### config.mk
export PLATFORM = sky130hd
export DESIGN_NAME = regfile_write_arbiter
export DESIGN_NICKNAME = d
export VERILOG_FILES = /design/src/rtl/regfile_write_arbiter.sv
export SDC_FILE = /design/constraint.sdc
export NUM_CORES = 1
export LEC_CHECK = 0
export CAP_MARGIN = 20
export CORE_ASPECT_RATIO = 0.5
export CORE_MARGIN = 2
export CORE_UTILIZATION = 55
export CTS_BUF_LIST = sky130_fd_sc_hd__clkbuf_8
export CTS_CLUSTER_SIZE = 10
export DETAILED_ROUTE_END_ITERATION = 7
export GPL_ROUTABILITY_DRIVEN = 0
export PLACE_DENSITY_LB_ADDON = 0.3
export SLEW_MARGIN = 20
export SYNTH_ARGS = -nofsm -noshare
export SYNTH_HDL_FRONTEND = slang
export SYNTH_SLANG_ARGS = --single-unit
### constraint.sdc
create_clock -name clk -period 7.25 [get_ports clk]
set_input_delay 1.45 -clock clk [delete_from_list [all_inputs] [get_ports clk]]
set_output_delay 1.45 -clock clk [all_outputs]
set_load 0.01 [all_outputs]
### src/rtl/regfile_write_arbiter.sv
`default_nettype none
// ============================================================================
//  Module   : regfile_write_arbiter
//  Purpose  : Merges ALU and LSU writebacks into one register-file write port
//             through per-source FIFOs and a round-robin arbiter.
//  Options  : REGFILE_WR_BYPASS_EN builds the forwarding / pending compare logic
//  Revision : 1.0  initial release
// ============================================================================
module regfile_write_arbiter #(
    parameter int DEPTH = 2,
    parameter int AW    = 5,
    parameter int DW    = 32
) (
    input  logic          clk,
    input  logic          rst,
    input  logic          alu_valid,
    output logic          alu_ready,
    input  logic [AW-1:0] alu_addr,
    input  logic [DW-1:0] alu_data,
    input  logic          lsu_valid,
    output logic          lsu_ready,
    input  logic [AW-1:0] lsu_addr,
    input  logic [DW-1:0] lsu_data,
    output logic          write_en,
    output logic [AW-1:0] writereg_addr,
    output logic [DW-1:0] write_data,
    output logic          busy,
    input  logic [AW-1:0] rd_addr1,
    input  logic [AW-1:0] rd_addr2,
    output logic          fwd_hit1,
    output logic          fwd_hit2,
    output logic [DW-1:0] fwd_data1,
    output logic [DW-1:0] fwd_data2,
    output logic          pend1,
    output logic          pend2
);
    localparam int c_PW = $clog2(DEPTH);
    localparam int c_CW = c_PW + 1;
    localparam logic [c_CW-1:0] c_FULL = c_CW'(DEPTH);

    // Index 0 is the ALU source, index 1 the LSU source.
    logic [AW-1:0]   r_mem_addr [2][DEPTH];
    logic [DW-1:0]   r_mem_data [2][DEPTH];
    logic [c_PW-1:0] r_wr_ptr   [2];
    logic [c_PW-1:0] r_rd_ptr   [2];
    logic [c_CW-1:0] r_cnt      [2];
    logic            r_rr_lsu_last;
    logic            r_write_en;
    logic [AW-1:0]   r_wr_addr;
    logic [DW-1:0]   r_wr_data;

    logic [AW-1:0]   w_in_addr [2];
    logic [DW-1:0]   w_in_data [2];
    logic [1:0]      w_valid;
    logic [1:0]      w_ready;
    logic [1:0]      w_nempty;
    logic [1:0]      w_push;
    logic [1:0]      w_pop;
    logic [AW-1:0]   w_head_addr;
    logic [DW-1:0]   w_head_data;

    assign w_in_addr[0] = alu_addr;
    assign w_in_addr[1] = lsu_addr;
    assign w_in_data[0] = alu_data;
    assign w_in_data[1] = lsu_data;
    assign w_valid      = {lsu_valid, alu_valid};
    assign w_ready      = {r_cnt[1] != c_FULL, r_cnt[0] != c_FULL};
    assign w_nempty     = {r_cnt[1] != '0, r_cnt[0] != '0};
    assign w_push       = w_valid & w_ready;

    // Only a tie consults rr_last; a lone non-empty source always wins.
    assign w_pop[0] = w_nempty[0] & (~w_nempty[1] | r_rr_lsu_last);
    assign w_pop[1] = w_nempty[1] & (~w_nempty[0] | ~r_rr_lsu_last);

    assign w_head_addr = w_pop[1] ? r_mem_addr[1][r_rd_ptr[1]] : r_mem_addr[0][r_rd_ptr[0]];
    assign w_head_data = w_pop[1] ? r_mem_data[1][r_rd_ptr[1]] : r_mem_data[0][r_rd_ptr[0]];

    always_ff @(posedge clk) begin
        for (int s = 0; s < 2; s++) begin
            if (w_push[s]) begin
                r_mem_addr[s][r_wr_ptr[s]] <= w_in_addr[s];
                r_mem_data[s][r_wr_ptr[s]] <= w_in_data[s];
            end
        end
    end

    always_ff @(posedge clk or posedge rst) begin
        if (rst) begin
            for (int s = 0; s < 2; s++) begin
                r_wr_ptr[s] <= '0;
                r_rd_ptr[s] <= '0;
                r_cnt[s]    <= '0;
            end
        end else begin
            for (int s = 0; s < 2; s++) begin
                if (w_push[s]) begin
                    r_wr_ptr[s] <= r_wr_ptr[s] + c_PW'(1);
                end
                if (w_pop[s]) begin
                    r_rd_ptr[s] <= r_rd_ptr[s] + c_PW'(1);
                end
                if (w_push[s] && !w_pop[s]) begin
                    r_cnt[s] <= r_cnt[s] + c_CW'(1);
                end else if (!w_push[s] && w_pop[s]) begin
                    r_cnt[s] <= r_cnt[s] - c_CW'(1);
                end
            end
        end
    end

    // x0 writes consume their grant slot but never pulse write_en.
    always_ff @(posedge clk or posedge rst) begin
        if (rst) begin
            r_rr_lsu_last <= 1'b1;
            r_write_en    <= 1'b0;
            r_wr_addr     <= '0;
            r_wr_data     <= '0;
        end else begin
            r_write_en <= 1'b0;
            if (|w_pop) begin
                r_rr_lsu_last <= w_pop[1];
                if (w_head_addr != '0) begin
                    r_write_en <= 1'b1;
                    r_wr_addr  <= w_head_addr;
                    r_wr_data  <= w_head_data;
                end
            end
        end
    end

    assign alu_ready     = w_ready[0];
    assign lsu_ready     = w_ready[1];
    assign write_en      = r_write_en;
    assign writereg_addr = r_wr_addr;
    assign write_data    = r_wr_data;
    assign busy          = w_nempty[0] | w_nempty[1] | r_write_en;

`ifdef REGFILE_WR_BYPASS_EN
    logic [1:0] w_pend;

    // A slot is live when its distance from the read pointer is below the count.
    always_comb begin
        w_pend = '0;
        for (int s = 0; s < 2; s++) begin
            for (int i = 0; i < DEPTH; i++) begin
                if ({1'b0, c_PW'(i) - r_rd_ptr[s]} < r_cnt[s]) begin
                    if (r_mem_addr[s][i] == rd_addr1) w_pend[0] = 1'b1;
                    if (r_mem_addr[s][i] == rd_addr2) w_pend[1] = 1'b1;
                end
            end
        end
        if (rd_addr1 == '0) w_pend[0] = 1'b0;
        if (rd_addr2 == '0) w_pend[1] = 1'b0;
    end

    assign pend1     = w_pend[0];
    assign pend2     = w_pend[1];
    assign fwd_hit1  = r_write_en && (r_wr_addr == rd_addr1) && (rd_addr1 != '0);
    assign fwd_hit2  = r_write_en && (r_wr_addr == rd_addr2) && (rd_addr2 != '0);
    assign fwd_data1 = r_wr_data;
    assign fwd_data2 = r_wr_data;
`else
    logic w_unused_rd;
    assign w_unused_rd = ^{rd_addr1, rd_addr2};
    assign pend1       = 1'b0;
    assign pend2       = 1'b0;
    assign fwd_hit1    = 1'b0;
    assign fwd_hit2    = 1'b0;
    assign fwd_data1   = '0;
    assign fwd_data2   = '0;
`endif

endmodule
`default_nettype wire

* After elaboration in Yosys (flattened, before gate mapping) *
Memories as Yosys holds them, arrays and structs flattened.
Index checks and enable logic that the tools add are counted.
Widths: inputs -> output; s select.

storage, ports and cells
  memories = 2
  memory bits (writable) = 148
  word-level logic and storage cells = 93
  flip-flop bits (word level) = 47

memory list
  memory      words  bits a word  read ports  clocked after Yosys merged registers in  write ports  line  RTL
  r_mem_data  2      64           2           0                                        2            43    logic [DW-1:0] r_mem_data [2][DEPTH];
  r_mem_addr  2      10           2           0                                        2            42    logic [AW-1:0] r_mem_addr [2][DEPTH];

cells by class
  bitwise operators = 14
  magnitude comparators = 6
  $add $sub $neg = 8
  reductions and logical operators = 17
  mux-type cells = 34
  equal/unequal tests = 2

operators with widths
  operator             number
  $mux 32              9
  $mux 64              2
  $demux 32 s1         2
  $mux 5               9
  $mux 10              2
  $demux 5 s1          2
  $ge 2x2->1 const B   4
  $mux 2               4
  $not 1->2            4
  $reduce_bool 2->1    4
  $logic_and 1x1->1    6
  $reduce_bool 5->1    1
  $add 1x1->1 const B  4
  $add 2x1->2 const B  2
  $logic_not 1->1      4
  $lt 2x1->1 const B   2
  $mux 1               4
  $ne 2x2->1 const B   2
  $or 1x1->1           4
  $sub 2x1->2 const B  2
  $not 1->1            3
  $and 1x1->1          2
  $and 2x2->2          1
  $reduce_and 2->1     1
  $reduce_or 2->1      1

* Logic depth before layout (Yosys ltp) *
Gate-level depths: netlist (run 1).

  word-level depth = 8
  depth in mapped cells = 9
  gate-level depth less buffers = 7

* Worst setup path after synthesis (run 1) *
No wires, ideal clock.

  path type = input port to flip-flop
  start = input port lsu_valid
  end = memory r_mem_addr[0][15] (netlist bit), enable pin
  path slack = 3,716 ps
  arrival = 3,102 ps
  path buffers = 0
  setup time = 431 ps
  stages on the path = 2
  required time = 6,819 ps
  cells stage by stage = nand2_1 nor2_1

RTL lines
  item             line  RTL
  start, declared  20    input logic lsu_valid,
  end, declared    42

* Final worst setup path (run 1) *
  start = register r_cnt[0] (netlist bit)
  end = output port busy

on the way
  cells in the longest elaborated chain, start to end = 3

RTL lines
  item                             line  RTL
  start, declared                  46    logic [c_CW-1:0] r_cnt [2];
  start signal, assigned by index  103   r_cnt[s] <= r_cnt[s] + c_CW'(1);
  start signal, assigned by index  105   r_cnt[s] <= r_cnt[s] - c_CW'(1);
  $reduce_bool 2->1                68    assign w_nempty = {r_cnt[1] != '0, r_cnt[0] != '0};
  $or 1x1->1 (2 in a row)          136   assign busy = w_nempty[0] | w_nempty[1] | r_write_en;
  end, declared                    27    output logic busy,

No other way between the ends.

==> metrics, run 1 <==
register area share after synthesis=0.697; Worst R2R Path Depth=5; clock share of power=0.175; dominant synthesized flop cell=edfxtp_1; I/O pin total=approximately 200; hpwl dp=9.08 mm; mean post-synth cell area=15.5 µm²; Setup Buffers After CTS=0; Critical Path AT=2.06 ns; Yosys top cell by area=edfxtp_1; wire per inst=17.2 µm; Warnings, synthesis=0; status=complete, no violations; register area=between 5000 and 6000 µm²; Slew Limit Fails=0; slew margin rel.=0.333; DRC violations left=0; area share of the largest cell type after synthesis=0.551; post-CTS sizing=0; Syn Std Cell Area=8070 µm²; hold wc startpoint=r_rr_lsu_last; Cell Area, Placed=approximately 9200 µm²; Congestion Overflow GR=0; clk_lat worst skew=0.45 ns; Placeable Area=14400 µm²; clock tree buffer depth=2; num rows=31; final hold violations=0; CP Capture Type=primary output; Clock Skew=0.0134 ns; final setup vio count=0; top cells by area, synth=edfxtp_1, dfrtp_1, buf_4, mux2i_1, mux2_1; Routed Antenna Nets=0; Internal=2.54 mW; number of enable flip-flop cells after synthesis=148; #FFs+latches synth=195; Die Y=89.6 µm; WHS Endpoint=r_rr_lsu_last; Via-to-Cell Ratio=between 5 and 6; Crit Path Category=flip-flop to primary output; largest net degree at the start of global routing=73; vias in the first global route=4331; Hold Path Class=flip-flop to flip-flop; drt pass-1 iters=4; Die X=about 180 µm; combinational share of power=0.382; initial antenna violation count=0; ys async rst share=0.241; GRT Overall Usage=0.191; CTS tree=done; Die ar.=15700 µm²; Fin Hold WS=0.471 ns; initial drt markers=246; Critical Path Start Type=flip-flop; I/O Buffers=118; CTS buffer count=17; H-tree depth=4; fin area=9570 µm²; R2R Path End=write_data[20]; clock sink total=195; RSZ-0062 raised after global routing=false; P_leak=3.51 nW; Final period util=0.484; Post-Syn Instances=521; Final TNS setup=0 ns; fillers=about 1000; vias after detailed routing=4320; maximum vdd drop=0.268 mV; fin crit period=3.51 ns; Multi-input gate area=2060 µm²; pwr dens=404 nW/µm²; P&R area growth vs syn=18.7%; Clock transition at path regs=approximately 0.090 ns; Starting Density=0.560; Crit Path Max Fanout=5; Yosys cell types=34; max-cap violation count=0; Layout Nets=about 730; slack of the worst reg-to-reg path=4.65 ns; fmax=0.285 GHz; worst slew pin tran=1.00 ns; fraction of layout instances using a drive strength above 1=0.0890; worst r2r src=r_rd_ptr[1]; Seq pwr share=0.443; # diodes=0; Routed Wire Length=14.7 mm; worst endpoint required time=5.80 ns; switching power=around 1.3 mW; CTS Root Cell=clkbuf_8; hold path depth=2; Hold-fix buffers, CTS=0; first-pass GRT wire length=22.4 mm; sw frac=0.342
## worst max path at each step
stage | startpoint | end | slack, ns | depth (start not counted)
after floorplan | lsu_valid | r_mem_addr[0][15] | 3.72 | 2
after global placement | lsu_valid | r_mem_data[0][101] | 3.83 | 3
after detailed placement | alu_valid | r_mem_data[0][56] | 3.88 | 4
after CTS | r_cnt[0] | busy | 3.71 | 4
after global routing | r_cnt[0] | busy | 3.61 | 4
final | r_cnt[0] | busy | 3.74 | 4
## cell type report
type                       instances  share of cell area
multi-input combinational        296               0.215
inverter                           5             0.00196
sequential                       195               0.588
clock inverter                    15              0.0154
clock buffer                      17              0.0244
timing repair buffer             124               0.129
tap                              198              0.0259
## flip-flops by register name, summed over array words and instances (netlist names)
register / flops
r_mem_data: 128
write_data: 32
r_mem_addr: 20
writereg_addr: 5
r_cnt: 4
r_rd_ptr: 2
r_wr_ptr: 2
r_rr_lsu_last: 1
write_en: 1
## layer usage
layer | track usage | vias up | share of wire
li1 | - | 2032 | -
met1 | 0.238 | 2126 | 0.43
met2 | 0.344 | 142 | 0.51
met3 | 0.0362 | 20 | 0.049
met4 | 0.0674 | 0 | 0.012
met5 | 0 | - | 0
## Yosys cell counts, types with 4 or more instances
cell type,number
mux2i_1,39
inv_1,4
buf_6,4
mux2_2,8
buf_4,68
nand2_1,10
a21oi_1,34
edfxtp_1,148
dfrtp_1,46
xnor2_1,6
clkbuf_1,12
buf_2,4
nor2_1,8
mux2_1,28
nor2b_1,35
xor2_1,4
a211oi_1,34
buf_1,4
## placed cells by master (no fill, tap or decap), drive strengths merged, types with 3 or more instances in the layout
cell / netlist / routed
a211oi: 34 / 34
a21oi: 34 / 34
buf: 80 / 6
clkbuf: 12 / 17
clkdlybuf4s50: 0 / 118
clkinv: 0 / 4
conb: 1 / 68
dfrtp: 46 / 46
edfxtp: 148 / 148
inv: 5 / 14
mux2: 36 / 36
mux2i: 39 / 39
nand2: 10 / 10
nand3: 3 / 3
nor2: 8 / 8
nor2b: 35 / 35
o21ai: 3 / 3
o22ai: 3 / 3
xnor2: 6 / 6
xor2: 4 / 4
## worst max-delay path, stage by stage (launching register included)
cell and delay, ns:
dfrtp_1 0.43, nor2_1 0.20, nand2_1 0.20, or2_2 0.32, clkdlybuf4s50_1 0.47
## kinds of logic after synthesis
group                      after synthesis  synth area share
DFF                                    195             0.697
buffers and inverters                   97            0.0811
and+or+nand+nor                         65            0.0478
xor gates and xnor gates                10            0.0109
muxes                                   75            0.0987
other                                    1          0.000465
adders and majority gates                2           0.00310
AOI/OAI and AO/OA                       76            0.0610
## power by group through the flow
stage	Combinational, mW	Clock (mW)	Sequential [mW]
global placement	1.44	0	1.72
CTS	1.50	0.688	1.71
floorplan	0.948	0	1.76
detailed placement	1.49	0	1.74
global route	1.62	0.733	1.74
finish	1.48	0.677	1.71
## per-stage QoR
step	total power [mW]	utilization	setup WS [ns]	std cells
floorplan	2.71	-	3.72	588
global placement	3.16	0.637	3.83	817
detailed placement	3.23	0.638	3.88	818
CTS	3.90	0.665	3.71	850
global route	4.10	0.665	3.61	850
finish	3.86	0.665	3.74	850
(Power assumes the default switching activity.)
==> run 2: changes to the inputs <==
Settings changed: CORE_UTILIZATION 55 to 51.
Clock period 7.25 ns to 3.65 ns, I/O delays scaled along.
==> run 2 against run 1 <==
  * Final area increased by 0.82%
  * Register-to-register slack got worse by 3.6 ns
  * Global-route usage shrank 0.28 points
  * Sequential share of layout area shrank 0.48 points
  * Hold slack improved by 0.0014 ns
  * Combinational power rose by 97%
  * Count of clock-buffer cells in the layout increased by 1
  * First-iteration DRC count shrank 0.41%
  * Critical path depth stayed put
==> metrics, run 2 (same netlist as run 1, synthesis figures left out) <==
status=complete, no violations; Clock Skew=0.0215 ns (+0.00810 ns); Critical Path Start Type=flip-flop; initial drt markers=245 (-0.41%); Hold Path Class=flip-flop to flip-flop; Die ar.=16900 µm² (+7.6%); CTS buffer count=17 (unchanged); Crit Path Max Fanout=5 (unchanged); clk_lat worst skew=0.46 ns (about the same); fmax=about 0.35 GHz; CP Capture Type=primary output; R2R Path End=write_data[17]; slew margin rel.=0.534 (+0.201); Crit Path Category=flip-flop to primary output; hold path depth=2 (unchanged); Die Y=92.9 µm (+3.7%); largest net degree at the start of global routing=43 (-41%); fraction of layout instances using a drive strength above 1=0.100 (+0.0112); post-CTS sizing=0 (unchanged); hold wc startpoint=r_rr_lsu_last; Congestion Overflow GR=0 (unchanged); DRC violations left=0 (unchanged); commonest non-fill, non-tap cell in the layout=edfxtp_1; Cell Area, Placed=9260 µm² (+0.79%); CTS tree=done; drt pass-1 iters=5 (+1); final setup vio count=0 (unchanged); final hold violations=0 (unchanged); fin area=9650 µm² (+0.82%); Slew Limit Fails=0 (unchanged); Placeable Area=15400 µm² (+7.1%); H-tree depth=4 (unchanged); CTS Root Cell=clkbuf_8; max-cap violation count=0 (unchanged); P_leak=3.55 nW (+1.2%); Critical Path AT=2.12 ns (+0.06 ns); worst r2r src=r_rd_ptr[0]; Die X=182 µm (+3.8%); Routed Antenna Nets=0 (unchanged); wire per inst=17.8 µm (+3.2%); first-pass GRT wire length=23.5 mm (+4.8%); I/O Buffers=118 (unchanged); Largest register FFs=128 (unchanged); RSZ-0062 raised after global routing=false; Final TNS setup=0 ns (unchanged); Via-to-Cell Ratio=5.11 (+0.59%); # diodes=0 (unchanged); clock sink total=195 (unchanged); vias after detailed routing=4412 (+2.1%); Hold-fix buffers, CTS=0 (unchanged); worst slew pin tran=0.697 ns (-0.302 ns); I/O pin total=197 (unchanged); Starting Density=0.523 (-0.0373); pwr dens=807 nW/µm² (+100%); Inst Count DP=831 (+1.6%); Routed Wire Length=15.4 mm (+4.8%); fin crit period=2.85 ns; non-filler instance count after layout=863 (+1.5%); maximum vdd drop=0.399 mV (+49%); Worst R2R Path Depth=5 (unchanged); WHS Endpoint=r_rr_lsu_last; clock tree buffer depth=2 (unchanged); worst endpoint required time=2.92 ns (-2.88 ns); num rows=32 (+3.2%); Final period util=0.781; hpwl dp=10.1 mm (+11%); initial antenna violation count=0 (unchanged); Setup Buffers After CTS=0 (unchanged); most frequent cells in the layout=edfxtp_1, clkdlybuf4s50_1, conb_1, dfrtp_1, mux2i_1; Layout Nets=736 (+0.96%); vias in the first global route=4392 (+1.4%); P&R area growth vs syn=19.7%; slack of the worst reg-to-reg path=1.03 ns (-3.62 ns); GRT Overall Usage=0.188 (-0.00280); Clock transition at path regs=0.10 ns (about the same)
## run 2: worst max-delay path by stage
stage | start | to | slack [ns] | cells past startpoint
after floorplan | alu_valid | r_mem_addr[0][5] | 0.84 | 2
after global placement | r_rd_ptr[0] | write_data[10] | 1.05 | 5
after detailed placement | r_rd_ptr[1] | write_data[8] | 1.02 | 5
after CTS | r_cnt[0] | busy | 0.77 | 4
after global routing | r_cnt[0] | busy | 0.59 | 4
final | r_cnt[0] | busy | 0.80 | 4
## run 2: area by class of cell
type	instances	area [µm²]
clock buffers	18	248
clock inverters	14	144
fillers	1129	5760
inverters	5	18.8
multi-input cells	296	2060
flip-flops and latches	195	5620
well taps	204	255
repair buffers	131	1300
## run 2: power by group
part | switching, mW | internal, mW | total (mW)
Combinational | 1.52 | 1.39 | 2.91
Clock | 0.792 | 0.585 | 1.38
Sequential | 0.367 | 3.14 | 3.50
## run 2: worst max-delay path: stages, from the launching register on
cell and delay (ns):
dfrtp_1 0.44, nor2_1 0.20, nand2_1 0.23, or2_2 0.33
clkdlybuf4s50_1 0.48
## run 2: metrics by stage
step,util,hold WS (ns),setup slack [ns],power [mW]
after CTS,0.626,0.476,0.772,7.87
after detailed placement,0.601,0.459,1.02,6.48
after global placement,0.601,0.459,1.05,6.36
after floorplan,-,0.445,0.836,5.38
after global routing,0.626,0.503,0.592,8.27
final,0.626,0.472,0.801,7.79
## run 2: routing by layer
metal,track usage,vias up,part of all wire
met2,0.326,142,0.51
met1,0.241,2213,0.43
met3,0.0421,18,0.043
met4,0.0508,0,0.011
li1,-,2039,-
met5,0,-,0
